==> src/rtl/alu_arbiter.sv <==
// alu_arbiter
//   Shares a single ALU between two requesters (0: calculator_core,
//   1: memory/recall or constant unit) using round-robin arbitration.
//   One transaction is in flight at a time: grant and latch operands in
//   IDLE, present them to the ALU in ISSUE, collect the result in WAIT,
//   and hand it back to the owning requester in RETURN.
//
// Ports
//   clk, rst_n            clock, asynchronous active-low reset
//   i_req_a / i_req_b     packed operands, requester n at [n*DATA_WIDTH +: DATA_WIDTH]
//   i_req_op              2-bit op per requester at [2n +: 2]
//   i_req_signed          signed-mode flag per requester
//   i_req_valid           request valid per requester
//   o_req_ready           request accepted, one-hot or zero
//   o_rsp_result/_error   latched ALU result/error, shared by both requesters
//   o_rsp_valid           result valid, one-hot to the owner
//   i_rsp_ready           per-requester result ready
//   o_alu_input_*         operand handshake toward the ALU
//   i_alu_result/_error/_result_valid, o_alu_result_ready
//                         result handshake from the ALU
//   o_busy                high whenever not IDLE
//   o_owner               index of the current or last granted requester
module alu_arbiter #(
  parameter int DATA_WIDTH = 16
) (
  input  logic                    clk,
  input  logic                    rst_n,
  input  logic [2*DATA_WIDTH-1:0] i_req_a,
  input  logic [2*DATA_WIDTH-1:0] i_req_b,
  input  logic [3:0]              i_req_op,
  input  logic [1:0]              i_req_signed,
  input  logic [1:0]              i_req_valid,
  output logic [1:0]              o_req_ready,
  output logic [DATA_WIDTH-1:0]   o_rsp_result,
  output logic                    o_rsp_error,
  output logic [1:0]              o_rsp_valid,
  input  logic [1:0]              i_rsp_ready,
  output logic [DATA_WIDTH-1:0]   o_alu_input_a,
  output logic [DATA_WIDTH-1:0]   o_alu_input_b,
  output logic [1:0]              o_alu_input_op,
  output logic                    o_alu_input_signed,
  output logic                    o_alu_input_valid,
  input  logic                    i_alu_input_ready,
  input  logic [DATA_WIDTH-1:0]   i_alu_result,
  input  logic                    i_alu_error,
  input  logic                    i_alu_result_valid,
  output logic                    o_alu_result_ready,
  output logic                    o_busy,
  output logic                    o_owner
);

  typedef enum logic [1:0] {IDLE, ISSUE, WAIT, RETURN} state_t;

  state_t                  state, state_nxt;
  logic                    last_grant;
  logic [DATA_WIDTH-1:0]   a_q, b_q, res_q;
  logic [1:0]              op_q;
  logic                    sgn_q, err_q;

  logic                    grant_any, grant_idx;
  logic                    req_fire, alu_in_fire, alu_res_fire, rsp_fire;

  // Round-robin: a lone requester always wins; on contention the one that
  // was not served last wins. last_grant resets to 1 so requester 0 wins first.
  assign grant_any = |i_req_valid;
  assign grant_idx = (&i_req_valid) ? ~last_grant : i_req_valid[1];

  assign req_fire     = (state == IDLE) && grant_any;
  assign alu_in_fire  = (state == ISSUE) && i_alu_input_ready;
  assign alu_res_fire = (state == WAIT) && i_alu_result_valid;
  assign rsp_fire     = (state == RETURN) && i_rsp_ready[o_owner];

  always_comb begin
    state_nxt = state;
    case (state)
      IDLE:    if (req_fire)     state_nxt = ISSUE;
      ISSUE:   if (alu_in_fire)  state_nxt = WAIT;
      WAIT:    if (alu_res_fire) state_nxt = RETURN;
      RETURN:  if (rsp_fire)     state_nxt = IDLE;
      default:                   state_nxt = IDLE;
    endcase
  end

  // Handshake outputs depend only on state, owner and i_req_valid, so there
  // is no combinational path from the response or ALU inputs to o_req_ready.
  always_comb begin
    o_req_ready        = 2'b00;
    o_rsp_valid        = 2'b00;
    o_alu_input_valid  = 1'b0;
    o_alu_result_ready = 1'b0;
    if (req_fire)
      o_req_ready = grant_idx ? 2'b10 : 2'b01;
    if (state == RETURN)
      o_rsp_valid = o_owner ? 2'b10 : 2'b01;
    if (state == ISSUE)
      o_alu_input_valid = 1'b1;
    if (state == WAIT)
      o_alu_result_ready = 1'b1;
  end

  assign o_busy             = (state != IDLE);
  assign o_alu_input_a      = a_q;
  assign o_alu_input_b      = b_q;
  assign o_alu_input_op     = op_q;
  assign o_alu_input_signed = sgn_q;
  assign o_rsp_result       = res_q;
  assign o_rsp_error        = err_q;

  // ---- control: state, owner, round-robin history ----
  always_ff @(posedge clk or negedge rst_n) begin
    if (!rst_n) begin
      state      <= IDLE;
      o_owner    <= 1'b0;
      last_grant <= 1'b1;
    end else begin
      state <= state_nxt;
      if (req_fire) o_owner    <= grant_idx;
      if (rsp_fire) last_grant <= o_owner;
    end
  end

  // ---- operand latch: captured on the request handshake ----
  always_ff @(posedge clk or negedge rst_n) begin
    if (!rst_n) begin
      a_q   <= '0;
      b_q   <= '0;
      op_q  <= 2'b00;
      sgn_q <= 1'b0;
    end else if (req_fire) begin
      a_q   <= grant_idx ? i_req_a[2*DATA_WIDTH-1:DATA_WIDTH] : i_req_a[DATA_WIDTH-1:0];
      b_q   <= grant_idx ? i_req_b[2*DATA_WIDTH-1:DATA_WIDTH] : i_req_b[DATA_WIDTH-1:0];
      op_q  <= grant_idx ? i_req_op[3:2] : i_req_op[1:0];
      sgn_q <= i_req_signed[grant_idx];
    end
  end

  // ---- result latch: held after RETURN until the next capture ----
  always_ff @(posedge clk or negedge rst_n) begin
    if (!rst_n) begin
      res_q <= '0;
      err_q <= 1'b0;
    end else if (alu_res_fire) begin
      res_q <= i_alu_result;
      err_q <= i_alu_error;
    end
  end

endmodule

==> config.mk <==
export PLATFORM = sky130hd
export DESIGN_NAME = alu_arbiter
export DESIGN_NICKNAME = d
export VERILOG_FILES = /design/src/rtl/alu_arbiter.sv
export SDC_FILE = /design/constraint.sdc
export NUM_CORES = 1
export LEC_CHECK = 0
export CAP_MARGIN = 20
export CELL_PAD_IN_SITES_DETAIL_PLACEMENT = 0
export CELL_PAD_IN_SITES_GLOBAL_PLACEMENT = 1
export CORE_MARGIN = 4
export CORE_UTILIZATION = 27
export CTS_CLUSTER_DIAMETER = 200
export DETAILED_ROUTE_END_ITERATION = 6
export PLACE_DENSITY = 0.83
export SYNTH_ARGS = -nofsm -noshare
export SYNTH_HDL_FRONTEND = slang
export SYNTH_SLANG_ARGS = --single-unit
==> constraint.sdc <==
create_clock -name clk -period 1.9 [get_ports clk]
set_input_delay 0.38 -clock clk [delete_from_list [all_inputs] [get_ports clk]]
set_output_delay 0.38 -clock clk [all_outputs]
set_load 0.01 [all_outputs]
# ---- After elaboration in Yosys (flattened, before gate mapping)
# Cells that the tools add are included.
dict set report op_classes {
  magnitude_cmp 2
  n_bitwise 1
  n_reduce_logical 9
  n_mux 19
  eq_ne 7
}
# op count
set ops {}
lappend ops {{$mux W16} 2}
lappend ops {{$mux W2} 9}
lappend ops {{$ne A2 B2 Y1 const B} 4}
lappend ops {{$pmux W2 S4} 1}
lappend ops {{$mux W1} 7}
lappend ops {{$eq A2 B2 Y1 const B} 2}
lappend ops {{$logic_and A1 B1 Y1} 4}
lappend ops {{$lt A1 B2 Y1 const B} 2}
lappend ops {{$reduce_and A4 Y1} 1}
lappend ops {{$eq A2 B1 Y1 const B} 1}
lappend ops {{$logic_not A2 Y1} 1}
lappend ops {{$reduce_and A2 Y1} 1}
lappend ops {{$reduce_bool A2 Y1} 1}
lappend ops {{$reduce_or A2 Y1} 1}
lappend ops {{$not A1 Y1} 1}
dict set report totals {
  output_inout_bits 60
  register_bits 56
  word_cells 47
  inputBits 95
}

# ---- Depth between registers and ports, before layout
dict set report logic_depth {
  word_depth 5
  depth_mapped 6
  mapped_depth_nobuf 5
}

# ---- Least setup slack after synthesis
# OpenSTA, ideal clock, no wires.
dict set report synth_path {
  path_kind {register to register}
  start {reg state[0]}
  end {reg state[1]}
  setup_time_ns 0.125
  required_ns 1.775
  stages_incl_launch_ff 6
  period_less_slack_ns 1.727
  setup_slack_ns 0.173
  arrival_ns 1.601
  path_buffers 0
  path_cell_list {dfrtp_1 -> inv_1 -> ha_1 -> and2b_2 -> a2111oi_4 -> mux2_4}
}
dict set report synth_via {
  elab_chain_cells 4
  elab_cells_between_ends 14
  cone_classes {eq/ne (7); mux (1); reduce/logical (6)}
}
# item line_no
set synth_rtl {}
lappend synth_rtl {{start, declared} 54} ;# state_t state, state_nxt;
lappend synth_rtl {{start signal, assigned} 116} ;# state <= state_nxt;
lappend synth_rtl {{$eq A2 B2 Y1, or another cell as far along} {71, 75}}
lappend synth_rtl {{$logic_and A1 B1 Y1 (on tied branches)} n/a}
lappend synth_rtl {{$ne A2 B2 Y1 (no line)} n/a}
lappend synth_rtl {{$reduce_and A4 Y1 (no line)} n/a}
# Parallel ways exist; a longest one is shown, timed or not.
# A chain may end at the register's enable or synchronous reset.

# ---- Final worst setup path
dict set report layout_path {
  start {reg state[0]}
  end {out o_rsp_valid[0]}
}
dict set report layout_via {
  elab_chain_cells 2
}
# item line_no
set layout_rtl {}
lappend layout_rtl {{$eq A2 B2 Y1} 93} ;# if (state == RETURN)
lappend layout_rtl {{$mux W2} 93}
lappend layout_rtl {{end, declared} 36} ;# output logic [1:0] o_rsp_valid,
# No other way between the ends.

==> summary.md <==
* 1400 mW/mm^2 — power per cell area
* 1.44 ns — data arrival time of the critical path
* 0 — number of max-slew violations in the final report
* 5 — largest fanout on the critical path
* reg2out — worst setup path category
* 11.7 sq um — Avg Synthesized Cell Area
* 0.30 ns — source-to-sink clock delay at the later pin of the worst-skew pair
* 0.147 — layout cells sized above 1
* dfrtp_1 — cell type with the largest total area after synthesis
* 5.63 mm — Post-DP HPWL
* dfrtp_1, mux2i_1, nand2_1 — leading post-synthesis cells by instance count
* 2 — Max H-tree Level
* 154 — Port-buffer cells
* 492 — number of non-filler instances in the completed layout
* 0 — total overflow reported by the global router
* 1.82 ns — fin crit period
* 0.549 GHz — highest achievable clock rate
* 2160 — vias after detailed routing
* 0.00445 sq mm — cell area after layout
* in2async — Hold WC Path Type
* 155 — # IOs
* 11.3 mm — first-pass GRT wire length
* 0.000451 V — worst IR drop on VDD
* 0.959 — final critical-path share of the clock period
* 0 — number of max-cap violations
* dfrtp_1 — ys flop type
* 0.126 — total routing usage reported by global routing
* 6230 uW — Power, Total
* 0 — antenna violations before repair
* multiplexers — main combinational cell family by area after synthesis
* 36 — starting DRC count in detailed routing
* 0.541 — top-area cell type share of the netlist area
* 0.552 — sequential share of the synthesized area
* 2 — Clock Path Buffers
* 35 — number of rows in the core area
* 483 — Cell Count Post-Placement
* 56 — Synth Register Bits
* 318 — total nets after synthesis
* 0 — count of flip-flops with a built-in enable after synthesis
* 0 — setup-violating endpoint count in the final report
* 0.00197 uW — static leakage
* 4 — DR pass1 iterations
* false — RSZ-0062 raised after global routing
* 0.00112 sq mm — total area of multi-input combinational cells
* 0.484 — utilization after layout
* 7.03 mm — aggregate routed wire length
* buf_4, buf_4, ha_4, and2b_2, buf_6 — worst-path cell chain
* 0 — total count of hold-check failures in the final report
* 105 microns — Chip Height
* 0.13 ns — worst reg-to-reg setup slack
* 4.39 — detailed-route vias per instance
* 0.00920 sq mm — area inside the core boundary
* 0.0107 ns — worst-case clock skew
* 5 — clock buffer count from CTS
* dfrtp_1 — master of the slowest instance on the critical path
* completed — status
* output pin — Critical Path Sink Type
* 218 — Gate Count Post-Synth
* 0.0915 — post-synthesis compound-gate area fraction
* flop — Worst Setup Start Kind
* 0.227 — multiplexer share of the synthesized area
* 0.00140 sq mm — FF/Latch Area
* 0.276 — initial cell density of the core
* 0 — count of nets left with antenna violations after detail routing
* 0.00428 sq mm — Placed Area
* 1.52 ns — worst endpoint required time
* 1.00 — share of flip-flops with an asynchronous set or reset after synthesis
* 0.566 — worst rel slew slack
* clkbuf_8 — root buffer cell
* 14.3 microns — average wire per standard cell
* 56 — sinks on the clock net
* done — CTS tree
* 74.9% — synthesis-to-finish area growth
* dfrtp_1 — library cell with the highest instance count after synthesis
* 899 — Layout fillers
* 0 — Syn. warnings
* 0 — DRC Markers
* 0.704 — Final GP Congestion
* buf_4 — Top cell by count, worst path
* 480 — number of nets at the end of the flow
* 0.0768 — simple-gate share of the synthesized area
* state[1]$_DFFE_PN0P_ — destination of the worst register-to-register timing path
* 0.0563 ns — Fin Hold WS
* 0.0246 — post-synthesis adder-cell area fraction
* 0 — XOR/XNOR share of the synthesized area
* 22 — post-synth cell types
* 2225 — via count of the first global-routing pass
* 72 — maximum number of pins on one net before global-route repair
* 0 — ANT cells
* 105 microns — horizontal die dimension
* 0.39 ns — Crit path largest cell delay
* 0.10 ns — clock-pin slew on the worst setup and hold paths
* 0.652 ns — transition time at the pin with the least slew margin
* 6 — number of cells on the worst reg-to-reg path
* dfrtp_1, mux2i_1, mux2_2 — top cells by area in the synthesized netlist
* 0.00254 sq mm — mapped cell area
* state[0]$_DFFE_PN0P_ — r2r startpoint
* 0.0110 sq mm — die area
## layer usage
layer  up-vias  global-route usage  share of wire
li1       1072                   -              -
met5         -                   0              0
met4         0              0.0281          0.012
met1       975               0.147           0.41
met3         8              0.0537           0.11
met2       105               0.214           0.47
## flip-flops by register name, indices dropped and copies added (netlist names)
name / count
last_grant: 1
o_rsp_result: 16
o_alu_input_a: 16
o_alu_input_op: 2
state: 2
o_alu_input_signed: 1
o_rsp_error: 1
o_owner: 1
o_alu_input_b: 16
## final cells by class
type / count / share of cell area
multi-input cells: 147 / 0.252
repair buffers: 167 / 0.371
clock buffers: 7 / 0.0217
clock inverters: 1 / 0.00675
inverters: 3 / 0.00253
flip-flops and latches: 56 / 0.315
well taps: 111 / 0.0312
## through the flow
stage	setup slack [ns]	TNS [ns]
detailed placement	-0.338	-4.67
floorplan	0.173	0
global placement	-0.273	-2.56
CTS	0.00641	0
global route	0.00145	0
finish	0.0778	0
## cells by family (layout without fill, tap and decap cells)
kind of cell             count (synthesis)  in the layout
flip-flops                              56             56
AO/OA/AOI/OAI                           41             41
multiplexers                            55             55
AND/OR/NAND/NOR                         46             46
adder cells (fa/ha/maj)                  5              5
buffers and inverters                   15            178
## power by group
part           switching (uW)  total (uW)  internal, uW  leakage (uW)
sequential                301        2080          1780      0.000682
combinational            1380        3310          1930       0.00122
clock                     367         832           465     0.0000645
total                    2050        6230          4180       0.00197
## cells in the final DEF, fill, tap and decap left out, types with 2 or more instances in the layout
| master | count |
|---|---|
| clkdlybuf4s50_1 | 144 |
| dfrtp_1 | 55 |
| mux2i_1 | 37 |
| nand2_1 | 37 |
| o21ai_1 | 35 |
| mux2_2 | 17 |
| buf_4 | 12 |
| clkbuf_8 | 7 |
| nor2_1 | 3 |
| inv_1 | 2 |
| and2b_2 | 2 |
| a21oi_1 | 2 |
| ha_4 | 2 |
| ha_1 | 2 |
| dlygate4sd2_1 | 2 |
| dlymetal6s2s_1 | 2 |
| buf_2 | 2 |
| clkdlybuf4s15_2 | 2 |
## critical path, delay by kind of cell (launching register included)
| kind | cells | cell delay (ns) |
|---|---|---|
| DFF | 1 | 0.39 |
| and+or+nand+nor | 1 | 0.20 |
| adders and majority gates | 1 | 0.17 |
| buffers and inverters | 3 | 0.40 |
## worst max-delay path by stage
stage | start | end | slack, ns | depth (start not counted)
after global routing | state[0]$_DFFE_PN0P_ | o_rsp_valid[0] | 0.001 | 5
final | state[0]$_DFFE_PN0P_ | o_rsp_valid[0] | 0.08 | 5
after global placement | i_req_valid[0] | o_req_ready[0] | -0.27 | 4
after floorplan | state[0]$_DFFE_PN0P_ | state[1]$_DFFE_PN0P_ | 0.17 | 5
after CTS | i_req_valid[1] | o_req_ready[1] | 0.006 | 4
after detailed placement | i_req_valid[0] | o_req_ready[1] | -0.34 | 4
## timing repair
item | in CTS | in global routing
gates resized for setup | 21 | 7
cloned | 0 | 0
pin swaps | 0 | 2
hold buffers | 0 | 0
buffers inserted | 1 | 0
endpoints found under the setup margin | 7 | 6
(Power assumes the default switching activity.)
